**src/rtl/count_expand.sv**
```systemverilog
// count_expand: turns a count into an LSB-first thermometer mask.
// The mask is built W bits per cycle to keep the per-cycle logic small.
//
// state  | meaning
// IDLE   | waiting for a count, in_ready high
// EXPAND | writing one W-bit chunk of the mask per cycle
// DONE   | mask complete, out_valid high until the consumer takes it
module count_expand #(
  parameter int N = 7,
  parameter int W = 2,
  localparam int K = $clog2(N + 1),
  localparam int C = (N + W - 1) / W
) (
  input  logic         clk,
  input  logic         rst,
  input  logic         in_valid,
  output logic         in_ready,
  input  logic [K-1:0] in_count,
  output logic         out_valid,
  input  logic         out_ready,
  output logic [N-1:0] out_mask,
  output logic         out_ovf
);

  localparam int IW = $clog2(C + 1);

  typedef enum logic [1:0] {
    S_IDLE,
    S_EXPAND,
    S_DONE
  } state_t;

  state_t         state;
  state_t         state_nxt;
  logic [K-1:0]   cnt;
  logic [IW-1:0]  idx;
  logic [N-1:0]   mask_nxt;
  logic           count_over;

  assign count_over = ({1'b0, in_count} > (K + 1)'(N));

  // State register; reset wins over everything, discarding any result in flight
  always_ff @(posedge clk) begin
    if (rst) begin
      state <= S_IDLE;
    end else begin
      state <= state_nxt;
    end
  end

  // Next-state: accept in IDLE, finish after chunk C-1, release on out_ready
  always_comb begin
    state_nxt = state;
    unique case (state)
      S_IDLE:   if (in_valid)              state_nxt = S_EXPAND;
      S_EXPAND: if (idx == IW'(C - 1))     state_nxt = S_DONE;
      S_DONE:   if (out_ready)             state_nxt = S_IDLE;
      default:                             state_nxt = S_IDLE;
    endcase
  end

  // Handshake outputs are decoded purely from the registered state
  always_comb begin
    in_ready  = (state == S_IDLE);
    out_valid = (state == S_DONE);
  end

  // Next mask: only the bits belonging to chunk idx change; bits past N never exist
  always_comb begin
    mask_nxt = out_mask;
    for (int i = 0; i < N; i++) begin
      if (IW'(i / W) == idx) begin
        mask_nxt[i] = ((K + 1)'(i) < {1'b0, cnt});
      end
    end
  end

  // Datapath: latch saturated count on accept, then fill chunks while expanding
  always_ff @(posedge clk) begin
    if (rst) begin
      cnt      <= '0;
      idx      <= '0;
      out_mask <= '0;
      out_ovf  <= 1'b0;
    end else begin
      unique case (state)
        S_IDLE: begin
          if (in_valid) begin
            cnt      <= count_over ? K'(N) : in_count;
            out_ovf  <= count_over;
            out_mask <= '0;
            idx      <= '0;
          end
        end
        S_EXPAND: begin
          out_mask <= mask_nxt;
          idx      <= idx + 1'b1;
        end
        default: begin
        end
      endcase
    end
  end

endmodule

```
**config.mk**
```make
export PLATFORM = sky130hd
export DESIGN_NAME = count_expand
export DESIGN_NICKNAME = d
export VERILOG_FILES = /design/src/rtl/count_expand.sv
export SDC_FILE = /design/constraint.sdc
export NUM_CORES = 1
export LEC_CHECK = 0
export ABC_AREA = 1
export BUFFER_PORTS_ARGS = -buffer_cell sky130_fd_sc_hd__buf_2
export CAP_MARGIN = 25
export CORE_MARGIN = 2
export CORE_UTILIZATION = 56
export CTS_CLUSTER_DIAMETER = 30
export DETAILED_ROUTE_END_ITERATION = 12
export PLACE_DENSITY = 0.84
export RECOVER_POWER = 100
export SLEW_MARGIN = 40
export SYNTH_ARGS = -nofsm -noshare
export SYNTH_HDL_FRONTEND = slang
export SYNTH_SLANG_ARGS = --single-unit
```
**constraint.sdc**
```tcl
create_clock -name clk -period 2.1 [get_ports clk]
set_clock_uncertainty 0.15 [all_clocks]
set_input_delay 0.21 -clock clk [delete_from_list [all_inputs] [get_ports clk]]
set_output_delay 0.21 -clock clk [all_outputs]
set_load 0.01 [all_outputs]
```
==> out/qor.yml <==
rsz0062_at_grt: "no"
maxCapViolCount: 0
whs_ps: 23.9
yosysTopAreaCell: "dfxtp_1"
grt_overflow: 0
portBuffers: 15
cts.sinks: 15
place_congestion: 0.842
syn2layout_area_growth_pct: 8.94
hold_class: "in2reg"
crit_type: "reg2reg"
status: "complete, no violations"
finalWirelength_mm: 1.46
crit_path_end_kind: "flop"
rows: 13
clkPwrFrac_pct: 28.1
synth_area_leaders: "dfxtp_1, nand2_1, ha_1, inv_1, nor2_1"
ys_ff_latch: 15
dieWidth_um: 42.7
nets: 147
mostFrequentLayoutCells: "nand2_1, nor2_1, inv_1, dfxtp_1"
worstPathMaxFanout: 11
grt_pass1_vias: 633
final_common_cell: "nand2_1"
final_hold_viol_count: 0
netlist_instances: 118
initial_core_util_pct: 62.2
vias: 742
via_per_inst: 4.98
yosysSeqAreaShare_pct: 35.8
worstPathArrival_ps: 1640
drv_slew: 0
design.core.area_um2: 1350
antenna_found_initial: 0
leakage_nw: 0.469
hpwl_mm: 1.10
die_h_um: 42.7
powerDensity_nw_per_um2: 675
yosysTopAreaCellShare_pct: 35.8
finalCriticalPeriod_ps: 1580
n_fill_cell: 125
cts_tree: "yes"
ant_nets: 0
clock.fmax_ghz: 0.633
cts_setup_buffers: 0
drc_errors: 0
post_drt_wl_per_cell_um: 9.77
p_seq_share_pct: 51.8
antenna_cells: 0
grt_pass1_wl_mm: 2.48
clk_latency_ps: 300
floorplan.die_area_um2: 1830
pwr-share-comb_pct: 20.1
fin_tns_setup_ps: 0
grtUsageTotal_pct: 18.0
htreeDepth: 1
setup_viol: 0
clock_path_buffers: 2
p_sw_w: 0.000195
max_slew.worst_pin.slew_ps: 567
root_buffer: "clkbuf_4"
layout-drive-gt1-share_pct: 15.7
crit_required_ps: 2160
p_int_w: 0.000422
synth_area_um2: 840
drt-initial-drc-count: 16
fin_crit_sh_pct: 75.3
start_kind: "flop"
synth_cell_types: 19
first_pass_iters: 4
cts_made_buffers: 3
swShare_pct: 31.6
avgSynthCellArea_um2: 7.11
irDropWorstVdd_v: 0.000359
grt_start_max_net_pins: 17
synth_nets: 130
clkTransAtPathRegs_ps: 100
io_pins: 17
yosysWarnings: 0
relSlewSlack_pct: 62.2
==> worst paths after layout <==
check	start	endpoint	slack (ps)	cells past startpoint
setup / recovery	state[0]$_SDFFE_PP0P_	out_mask[1]$_SDFFE_PP0P_	520	7
hold / removal	out_ready	state[1]$_SDFFE_PP0P_	20	4
setup reg to reg	state[0]$_SDFFE_PP0P_	out_mask[1]$_SDFFE_PP0P_	520	7
hold reg to reg	out_mask[4]$_SDFFE_PP0P_	out_mask[4]$_SDFFE_PP0P_	350	2
==> layout make-up <==
class / count / area (um2) / area share, %
clock buffers: 3 / 22.5 / 2.46
repair buffers: 16 / 75.1 / 8.21
flip-flops and latches: 15 / 300 / 32.8
well taps: 15 / 18.8 / 2.05
inverters: 17 / 63.8 / 6.98
clock inverters: 1 / 5.00 / 0.547
multi-input cells: 82 / 429 / 46.9
==> worst max-delay path, stage by stage (launching register included) <==
cell     delay [ps]
dfxtp_1         390
inv_1            70
nor2_2          440
nand2_1         150
nand2_1         130
nand2_1          60
nand2_1          70
nor2_2           30
==> per-stage QoR <==
stage	cell area, um2	util [%]	std cells	worst slack (ps)	total power, W
2_1_floorplan	840	-	118	744	0.000429
3_3_place_gp	892	66.1	144	579	0.000451
3_5_place_dp	892	66.1	144	513	0.000456
4_1_cts	930	68.9	149	506	0.000630
5_1_grt	915	67.7	149	344	0.000652
6_report	915	67.7	149	519	0.000618
==> cells in the mapped netlist, drive strengths merged <==
| master | count |
|---|---|
| nand2 | 35 |
| ha | 5 |
| dfxtp | 15 |
| nor2 | 19 |
| o21ai | 6 |
| nand3 | 3 |
| inv | 16 |
| a21oi | 8 |
| or2 | 2 |
| nand3b | 3 |
| buf | 4 |
| clkinv | 1 |
| conb | 1 |
==> power groups by stage <==
stage / Clock (W) / Sequential [W] / Combinational (W)
floorplan: 0 / 0.000331 / 0.0000985
global placement: 0 / 0.000326 / 0.000125
detailed placement: 0 / 0.000327 / 0.000129
CTS: 0.000179 / 0.000320 / 0.000131
global route: 0.000186 / 0.000324 / 0.000142
finish: 0.000173 / 0.000320 / 0.000124
==> cells by family (layout without fill, tap and decap cells) <==
kind of cell / Yosys count / count (layout) / share of synthesized area, %
simple gates: 62 / 62 / 35.5
buf+inv: 21 / 37 / 12.5
flops: 15 / 15 / 35.8
compound gates: 14 / 14 / 8.35
fa+ha+maj: 5 / 5 / 7.45
other cells: 1 / 1 / 0.447
==> state kept, by name, indices dropped and copies added, names as in the netlist <==
name and cells:
cnt 3, idx 3, state 2, out_mask 7
==> repair_timing <==
| item | CTS | global route |
|---|---|---|
| hold endpoints to repair | 4 | 0 |
| gates resized for setup | 0 | 0 |
| hold buffers | 1 | 0 |
==> metal layers <==
| metal | share of wire, % | track usage (%) | vias to the layer above | wire length [um] |
|---|---|---|---|---|
| met3 | 4.9 | 2.55 | 3 | 71 |
| li1 | - | - | 388 | - |
| met2 | 45 | 28.8 | 23 | 654 |
| met1 | 48 | 21.9 | 328 | 700 |
| met4 | 1.9 | 12.5 | 0 | 28 |
| met5 | 0 | 0 | - | 0 |
Power figures use the tool's default switching activity.
